## src/rtl/uart_bridge_pkg.sv

```systemverilog
// Shared types and defaults for the UART receive-to-FIFO bridge.
package uart_bridge_pkg;

    typedef logic [7:0] byte_t;

    typedef enum logic {
        EMPTY = 1'b0,
        HELD  = 1'b1
    } rx_fifo_state_e;

    // 10 character times at 115200 baud with a 50 MHz clock
    localparam int unsigned IDLE_CYCLES_DEFAULT = 43400;

endpackage

```

## src/rtl/uart_idle_timer.sv

```systemverilog
// Line-idle detector: counts silence after rx_valid and pulses rx_idle once per armed burst.
module uart_idle_timer
    import uart_bridge_pkg::*;
#(
    parameter int unsigned IDLE_CYCLES = IDLE_CYCLES_DEFAULT
) (
    input  logic clk,
    input  logic rst,
    input  logic rx_valid,
    input  logic rx_accept,
    output logic rx_idle
);

    localparam int unsigned CNT_W = $clog2(IDLE_CYCLES);
    localparam logic [CNT_W-1:0] CNT_LAST = CNT_W'(IDLE_CYCLES - 1);

    logic [CNT_W-1:0] cnt_q, cnt_d;
    logic             arm_q, arm_d;
    logic             idle_q, idle_d;
    logic             fire;

    always_comb begin
        fire   = arm_q && (cnt_q == CNT_LAST);
        cnt_d  = cnt_q;
        arm_d  = arm_q;
        idle_d = fire;
        if (rx_valid) begin
            cnt_d = '0;
        end else if (cnt_q != CNT_LAST) begin
            cnt_d = cnt_q + CNT_W'(1);
        end
        // a new accepted byte re-arms even if the pulse fires this cycle
        if (rx_accept) begin
            arm_d = 1'b1;
        end else if (fire) begin
            arm_d = 1'b0;
        end
    end

    always_ff @(posedge clk or posedge rst) begin
        if (rst) begin
            cnt_q  <= '0;
            arm_q  <= 1'b0;
            idle_q <= 1'b0;
        end else begin
            cnt_q  <= cnt_d;
            arm_q  <= arm_d;
            idle_q <= idle_d;
        end
    end

    assign rx_idle = idle_q;

endmodule

```

## src/rtl/uart_rx_to_fifo.sv

```systemverilog
// Bridges uart_rx byte strobes into the command FIFO with a one-byte hold buffer and drop stats.
// Optional line-idle pulse is built when UART_RX_IDLE_DETECT_EN is defined.
module uart_rx_to_fifo
    import uart_bridge_pkg::*;
#(
    parameter int unsigned DROP_W      = 8,
    parameter int unsigned IDLE_CYCLES = IDLE_CYCLES_DEFAULT
) (
    input  logic              clk,
    input  logic              rst,
    input  logic [7:0]        rx_data,
    input  logic              rx_valid,
    input  logic              rx_frame_err,
    input  logic              fifo_full,
    output logic              fifo_wr_en,
    output logic [7:0]        fifo_wr_data,
    output logic              overflow,
    output logic              frame_err,
    output logic [DROP_W-1:0] drop_count,
    input  logic              stat_clr,
    output logic              rx_idle
);

    if (IDLE_CYCLES < 2) begin : g_bad_idle
        $error("IDLE_CYCLES must be at least 2");
    end

    rx_fifo_state_e    state_q, state_d;
    byte_t             hold_q, hold_d;
    byte_t             wr_data_q, wr_data_d;
    logic              wr_en_q, wr_en_d;
    logic              overflow_q, overflow_d;
    logic              frame_err_q, frame_err_d;
    logic [DROP_W-1:0] drop_q, drop_d;
    logic              drop;

    logic accept;
    logic errored;
    logic slot;

    // never writing back-to-back keeps a one-cycle-stale fifo_full safe
    assign accept  = rx_valid && !rx_frame_err;
    assign errored = rx_valid && rx_frame_err;
    assign slot    = !fifo_full && !wr_en_q;

    always_ff @(posedge clk or posedge rst) begin
        if (rst) begin
            state_q <= EMPTY;
        end else begin
            state_q <= state_d;
        end
    end

    always_comb begin
        state_d = state_q;
        unique case (state_q)
            EMPTY: if (accept && !slot) state_d = HELD;
            HELD:  if (slot && !accept) state_d = EMPTY;
            default: state_d = EMPTY;
        endcase
    end

    always_comb begin
        wr_en_d   = 1'b0;
        wr_data_d = wr_data_q;
        hold_d    = hold_q;
        drop      = 1'b0;
        unique case (state_q)
            EMPTY: begin
                if (accept && slot) begin
                    wr_en_d   = 1'b1;
                    wr_data_d = rx_data;
                end else if (accept) begin
                    hold_d = rx_data;
                end
            end
            HELD: begin
                if (slot) begin
                    wr_en_d   = 1'b1;
                    wr_data_d = hold_q;
                    if (accept) hold_d = rx_data;
                end else if (accept) begin
                    drop = 1'b1;
                end
            end
            default: ;
        endcase
    end

    // statistics: a same-cycle event wins over stat_clr
    always_comb begin
        overflow_d  = (stat_clr ? 1'b0 : overflow_q) | drop;
        frame_err_d = (stat_clr ? 1'b0 : frame_err_q) | errored;
        drop_d      = drop_q;
        if (drop) begin
            if (stat_clr)           drop_d = DROP_W'(1);
            else if (drop_q != '1)  drop_d = drop_q + DROP_W'(1);
        end else if (stat_clr) begin
            drop_d = '0;
        end
    end

    always_ff @(posedge clk or posedge rst) begin
        if (rst) begin
            hold_q      <= '0;
            wr_en_q     <= 1'b0;
            wr_data_q   <= '0;
            overflow_q  <= 1'b0;
            frame_err_q <= 1'b0;
            drop_q      <= '0;
        end else begin
            hold_q      <= hold_d;
            wr_en_q     <= wr_en_d;
            wr_data_q   <= wr_data_d;
            overflow_q  <= overflow_d;
            frame_err_q <= frame_err_d;
            drop_q      <= drop_d;
        end
    end

    assign fifo_wr_en   = wr_en_q;
    assign fifo_wr_data = wr_data_q;
    assign overflow     = overflow_q;
    assign frame_err    = frame_err_q;
    assign drop_count   = drop_q;

`ifdef UART_RX_IDLE_DETECT_EN
    uart_idle_timer #(
        .IDLE_CYCLES (IDLE_CYCLES)
    ) u_idle_timer (
        .clk       (clk),
        .rst       (rst),
        .rx_valid  (rx_valid),
        .rx_accept (accept),
        .rx_idle   (rx_idle)
    );
`else
    assign rx_idle = 1'b0;
`endif

endmodule

```

## config.mk

```make
export PLATFORM = sky130hd
export DESIGN_NAME = uart_rx_to_fifo
export DESIGN_NICKNAME = d
export VERILOG_FILES = /design/src/rtl/uart_bridge_pkg.sv /design/src/rtl/uart_idle_timer.sv /design/src/rtl/uart_rx_to_fifo.sv
export SDC_FILE = /design/constraint.sdc
export NUM_CORES = 1
export LEC_CHECK = 0
export ABC_CLOCK_PERIOD_IN_PS = 2200
export CORE_MARGIN = 1.5
export CORE_UTILIZATION = 48
export DETAILED_ROUTE_END_ITERATION = 12
export GPL_TIMING_DRIVEN = 1
export PLACE_DENSITY = 0.78
export SETUP_SLACK_MARGIN = 0.1
export SYNTH_ARGS = -nofsm -noshare
export SYNTH_HDL_FRONTEND = slang
export SYNTH_SLANG_ARGS = --single-unit
```

## constraint.sdc

```tcl
create_clock -name clk -period 2.2 [get_ports clk]
set_clock_uncertainty 0.1 [all_clocks]
set_input_delay 0.44 -clock clk [delete_from_list [all_inputs] [get_ports clk]]
set_output_delay 0.44 -clock clk [all_outputs]
set_load 0.02 [all_outputs]
```

# Word-level counts from Yosys, hierarchy flattened
# Index checks and enable logic that the tools add are counted.
[classes]
eq_ne = 4
n_shift = 0
n_lt_le_gt_ge = 0
n_addsub = 1
n_bitwise = 3
mux = 22
n_reduce_logical = 16
n_mul = 0
div = 0
[ops]
columns = ["op", "n"]
rows = [
  ["$mux 8", 9],
  ["$pmux 8 s2", 2],
  ["$mux 1", 9],
  ["$add 8x1->8 const B", 1],
  ["$ne 8x8->1 const B", 1],
  ["$logic_and 1x1->1", 6],
  ["$reduce_and 2->1", 3],
  ["$logic_not 1->1", 5],
  ["$ne 2x2->1 const B", 2],
  ["$pmux 1 s2", 2],
  ["$reduce_bool 2->1", 2],
  ["$ne 2x1->1 const B", 1],
  ["$or 1x1->1", 2],
  ["$not 1->1", 1],
]
[word_totals]
inputBits = 14
ff_bits = 28
word_cells = 53
latch_bits = 0
output_inout_bits = 20
ramBits = 0
romBits = 0
memories = 0

# Longest topological paths before layout
[depth]
word_depth = 7
ltp_mapped = 5
ltp_nobuf = 5

# Least setup slack after synthesis
# No wires, ideal clock.
[synth_path]
path_type = "flip-flop to flip-flop"
startpoint = "reg drop_q[0] (netlist: drop_count[0])"
endpoint = "reg drop_q[4] (netlist: drop_count[4])"
path_buffers = 0
t_required_ns = 1.967
stages_incl_launch_ff = 6
t_arrival_ns = 1.417
period_less_slack_ns = 1.650
setup_slack_ns = 0.550
setup_time_ns = 0.133
cell_sequence = "dfrtp_1 ha_1 nand3_1 a2111oi_2 xnor2_1 nor2_1"
[synth_between]
elab_chain_cells = 4
elab_cells_between_ends = 7
classes_between = "1 x add/sub; 1 x eq/ne; 3 x mux; 2 x reduce/logical"
[synth_lines]
columns = ["element", "line", "source"]
rows = [
  ["start, declared", "uart_rx_to_fifo.sv:34", "logic [DROP_W-1:0] drop_q, drop_d;"],
  ["start signal, assigned", "uart_rx_to_fifo.sv:117", "drop_q <= drop_d;"],
  ["$add 8x1->8", "uart_rx_to_fifo.sv:97", "else if (drop_q != '1) drop_d = drop_q + DROP_W'(1);"],
  ["$mux 8", "uart_rx_to_fifo.sv:97", ""],
  ["$mux 8", "uart_rx_to_fifo.sv:96", "if (stat_clr) drop_d = DROP_W'(1);"],
  ["$mux 8", "uart_rx_to_fifo.sv:95", "if (drop) begin"],
]
# Parallel ways exist; a longest one is shown, timed or not. The select of a mux whose other input is x is not followed.
# A chain may end at the register's enable or synchronous reset.

# Worst setup path in the final report
[layout_path]
startpoint = "reg drop_q[3] (netlist: drop_count[3])"
endpoint = "out drop_count[3]"
[layout_lines]
columns = ["element", "line", "source"]
rows = [
  ["end, declared", "uart_rx_to_fifo.sv:19", "output logic [DROP_W-1:0] drop_count,"],
]
# No word-level cell between the ends.

==> results <==
- After synthesis, the cell types taking the most area are dfrtp_1 (51%), mux2_4 (8.7%), mux2i_1 (5.8%).
- Counting flops with an async set or reset pin after synthesis yields a share of 1.000.
- In the global route stage, overall resource usage came out at 0.1742.
- The number of flops mapped to enable cells by yosys is 0.
- The initial core utilization is 0.5027.
- Max-cap violations in this run came to 0.
- Pin placement for this block handled 34 I/O pins.
- After global routing the overflow that remains totals 0.
- The critical path goes through clkdlybuf4s50_1.
- The repair_antennas step left the layout with diodes totalling 0.
- By startpoint and endpoint, the worst setup path is classified as register to primary output.
- The die is between 50 and 60 µm wide.
- The largest single stage delay on the critical path is approximately 650 ps.
- At the end of the flow, the number of nets in the layout was 173.
- In this run the clock root is driven by a clkbuf_4.
- The TritonCTS clock tree is done.
- In the post-route analysis, the smallest setup slack over all paths is 175.4 ps.
- For the final routed database, the setup TNS stands at 0 ps.
- After synthesis, the largest family of logic cells by area is simple AND/OR/NAND/NOR gates.
- The half-perimeter wire length after detailed placement is 2.055 mm.
- Of the total synthesized cell area, the portion taken by full adders, half adders and majority gates is 0.009025.
- The origin of the worst setup path is drop_count[3].
- The number of hold buffers added after CTS was 0.
- The clock period minus final worst setup slack is a little over 2000 ps.
- The initial antenna violation count is 0.
- Among all flip-flop cells after synthesis, the most frequent one is dfrtp_1.
- The via count of the first global-routing pass was 969.
- The worst-case setup slack after placement is approximately 48 ps.
- The tightest min-delay check is of the primary input to asynchronous set/reset pin type.
- The clock-pin slew on the worst setup and hold paths is 150 ps.
- The first TritonRoute pass finished after 4 iterations.
- Measured against its own limit, the worst slew margin works out to 0.5418.
- On the final layout, the worst hold slack is 357.9 ps.
- The xor and xnor fraction of the mapped netlist area is 0.006318.
- For the worst setup path, the data required time is 1660 ps.
- In this run, distinct cell masters in the synthesized netlist total 43.
- The simple-gate share of the synthesized area is 0.1616.
- The depth of the worst register-to-register path is 4.
- The starting DRC count in detailed routing is 29.
- The worst register-to-register path begins at state_q.
- Post-CTS repair changed the size of 0 cells.
- The clock latency of the later-clocked register in the worst-skew pair is between 300 and 400 ps.
- The final-report max-slew violation count is 0.
- The synthesized instance count is 119.
- The total number of cells along the worst setup path is 1.
- The sequential-to-total area share from yosys stat is 0.5054.
- The combined area of all synthesized cells is about 0.0014 mm².
- The highest ir drop seen on vdd is 777.5 µV.
- The run finished with clean final reports.
- Entering global routing, the biggest net connects 29 pins.
- Buffers inserted during clock tree synthesis total 3.
- Setup violations remaining at the end of the flow were counted as 0.
- The total of warnings raised by yosys is 0.
- For the pin with the worst max-slew slack, the measured transition is just under 700 ps.
- The via density per instance is 5.532.
- Summed over all cells, the static leakage comes to 0.7821 nW.
- Overall power consumption after layout is estimated at 1.387 mW.
- The number of fillers in the final layout is 227.
- The portion of synthesized area spent on multiplexers is 0.1444.
- When the netlist entered floorplanning its net count stood at 134.
- The hold violation total from the final report is 0.
- The maximum clock path buffer count is 2.
- Setup repair after global routing left no endpoint under its margin.
- For this run, design rule violations remaining after detail routing come to 0.
- The share of the synthesized area in compound gates (AO/OA/AOI/OAI) is 0.1399.
- Of all nets on the critical path, the largest fanout is 8.
- The critical path ends at drop_count[3].
- Data on the critical path arrives at its endpoint at 1480 ps.
- The total number of clock tree sinks is 28.
- The placed instance count is around 180.
- The cell area power density is 765.1 mW/mm².
- The share of Yosys cell area claimed by the top area cell type is 0.5054.
- The flop-to-flop setup slack is around 480 ps.
- The ratio of final minimum period to clock period is 0.9203.
- The first global-routing pass estimated 4.436 mm of wire.
- On the critical path the largest part of the delay comes from buffers and inverters.
- The final RePlAce weighted congestion is approximately 0.8.
- The number of levels the H-tree was split into is 1.
- Measured along the y axis, the die boundary spans 56.74 µm.
- The master of the slowest instance on the critical path is clkdlybuf4s50_1.
- The number of standard-cell rows in the floorplan is 19.
- After synthesis the netlist holds a flip-flop and latch count of 28.
- The post-synthesis average cell area is 11.65 µm².
- Once the clock tree was built, the setup fixing pass inserted 0 buffers.
- The buffering stage count on the worst path with inverters included is 1.
- The remaining antenna violation count is 0.
- The area growth from synthesis to layout is 30.78%.
- The maximum operating frequency is 0.4939 GHz.
- The die covers ~0.0032 mm².
- By count the netlist is led by dfrtp_1 (28), nand2_1 (12), o21ai_1 (11).
- The most common cell in the netlist is dfrtp_1.
- After detailed routing, the average wire length per cell comes to ~15 µm.
- The routed layout has 1040 vias.
- Buffers placed on the I/O ports in this run total 32.
- The critical path launch point type is a register.
- In this run the critical register-to-register path is captured at drop_count[5].
- The final cell count without fillers is about 190.
- The largest total area in the synthesized netlist belongs to dfrtp_1.
- Of the cells placed in the final design, the portion with a size suffix greater than 1 is 0.1975.
- The worst setup path is captured at a primary output.
- The core footprint is 0.002758 mm².
- The total wire length is 2.736 mm.
## cells by family after synthesis
kind of cell,count (synthesis)
compound gates,28
flops,28
mux,16
buf+inv,8
simple gates,36
fa+ha+maj,1
other cells,1
xor+xnor,1
## worst min-delay path by stage
stage | from | end | slack (ps) | cells past startpoint
after floorplan | hold_q[0] | hold_q[0] | 380 | 1
after global placement | fifo_wr_data[7] | fifo_wr_data[7] | 370 | 2
after detailed placement | fifo_wr_data[6] | fifo_wr_data[6] | 370 | 2
after CTS | rst | hold_q[3] | 370 | 3
after global routing | rst | drop_count[3] | 390 | 3
final | rst | drop_count[4] | 360 | 3
## stage by stage
stage / util / instance area [µm²]
4_1_cts: 0.6570 / 1812
5_1_grt: 0.6574 / 1813
3_5_place_dp: 0.6438 / 1775
3_3_place_gp: 0.6438 / 1775
2_1_floorplan: - / 1386
6_report: 0.6574 / 1813
## layout by cell type (no fill, tap or decap), types with 4 or more instances in the layout
cell	n
mux2_4	8
o21ai_1	11
buf_4	5
dfrtp_1	27
clkdlybuf4s50_1	32
nand2_1	12
mux2i_1	8
nand3_1	4
## report_power, final
group	total (mW)	switching [mW]	internal (mW)
registers	0.683	0.0646	0.618
clock network	0.248	0.147	0.101
logic	0.456	0.208	0.248
## layer usage
layer,up-vias,routed length [µm],track usage
li1,511,-,-
met1,503,1270,0.2541
met2,24,1349,0.2741
met3,2,99,0.02074
met4,0,17,0.04983
met5,-,0,0
## state kept, by name, indices dropped and copies added, names as in the netlist
name and count:
hold_q 8, fifo_wr_data 8, overflow 1, fifo_wr_en 1, state_q 1, frame_err 1, drop_count 8
## cell type report
| type | count | area, µm² | area share |
|---|---|---|---|
| well taps | 31 | 38.79 | 0.02139 |
| multi-input cells | 83 | 643.1 | 0.3547 |
| repair buffers | 38 | 377.9 | 0.2084 |
| inverters | 4 | 15.01 | 0.008282 |
| clock buffers | 4 | 36.28 | 0.02001 |
| flip-flops and latches | 28 | 701.9 | 0.3872 |
## worst min-delay path: stages
cell and delay [ps]:
clkdlybuf4s50_1 400, inv_1 50, buf_4 320
Power figures use the tool's default switching activity.
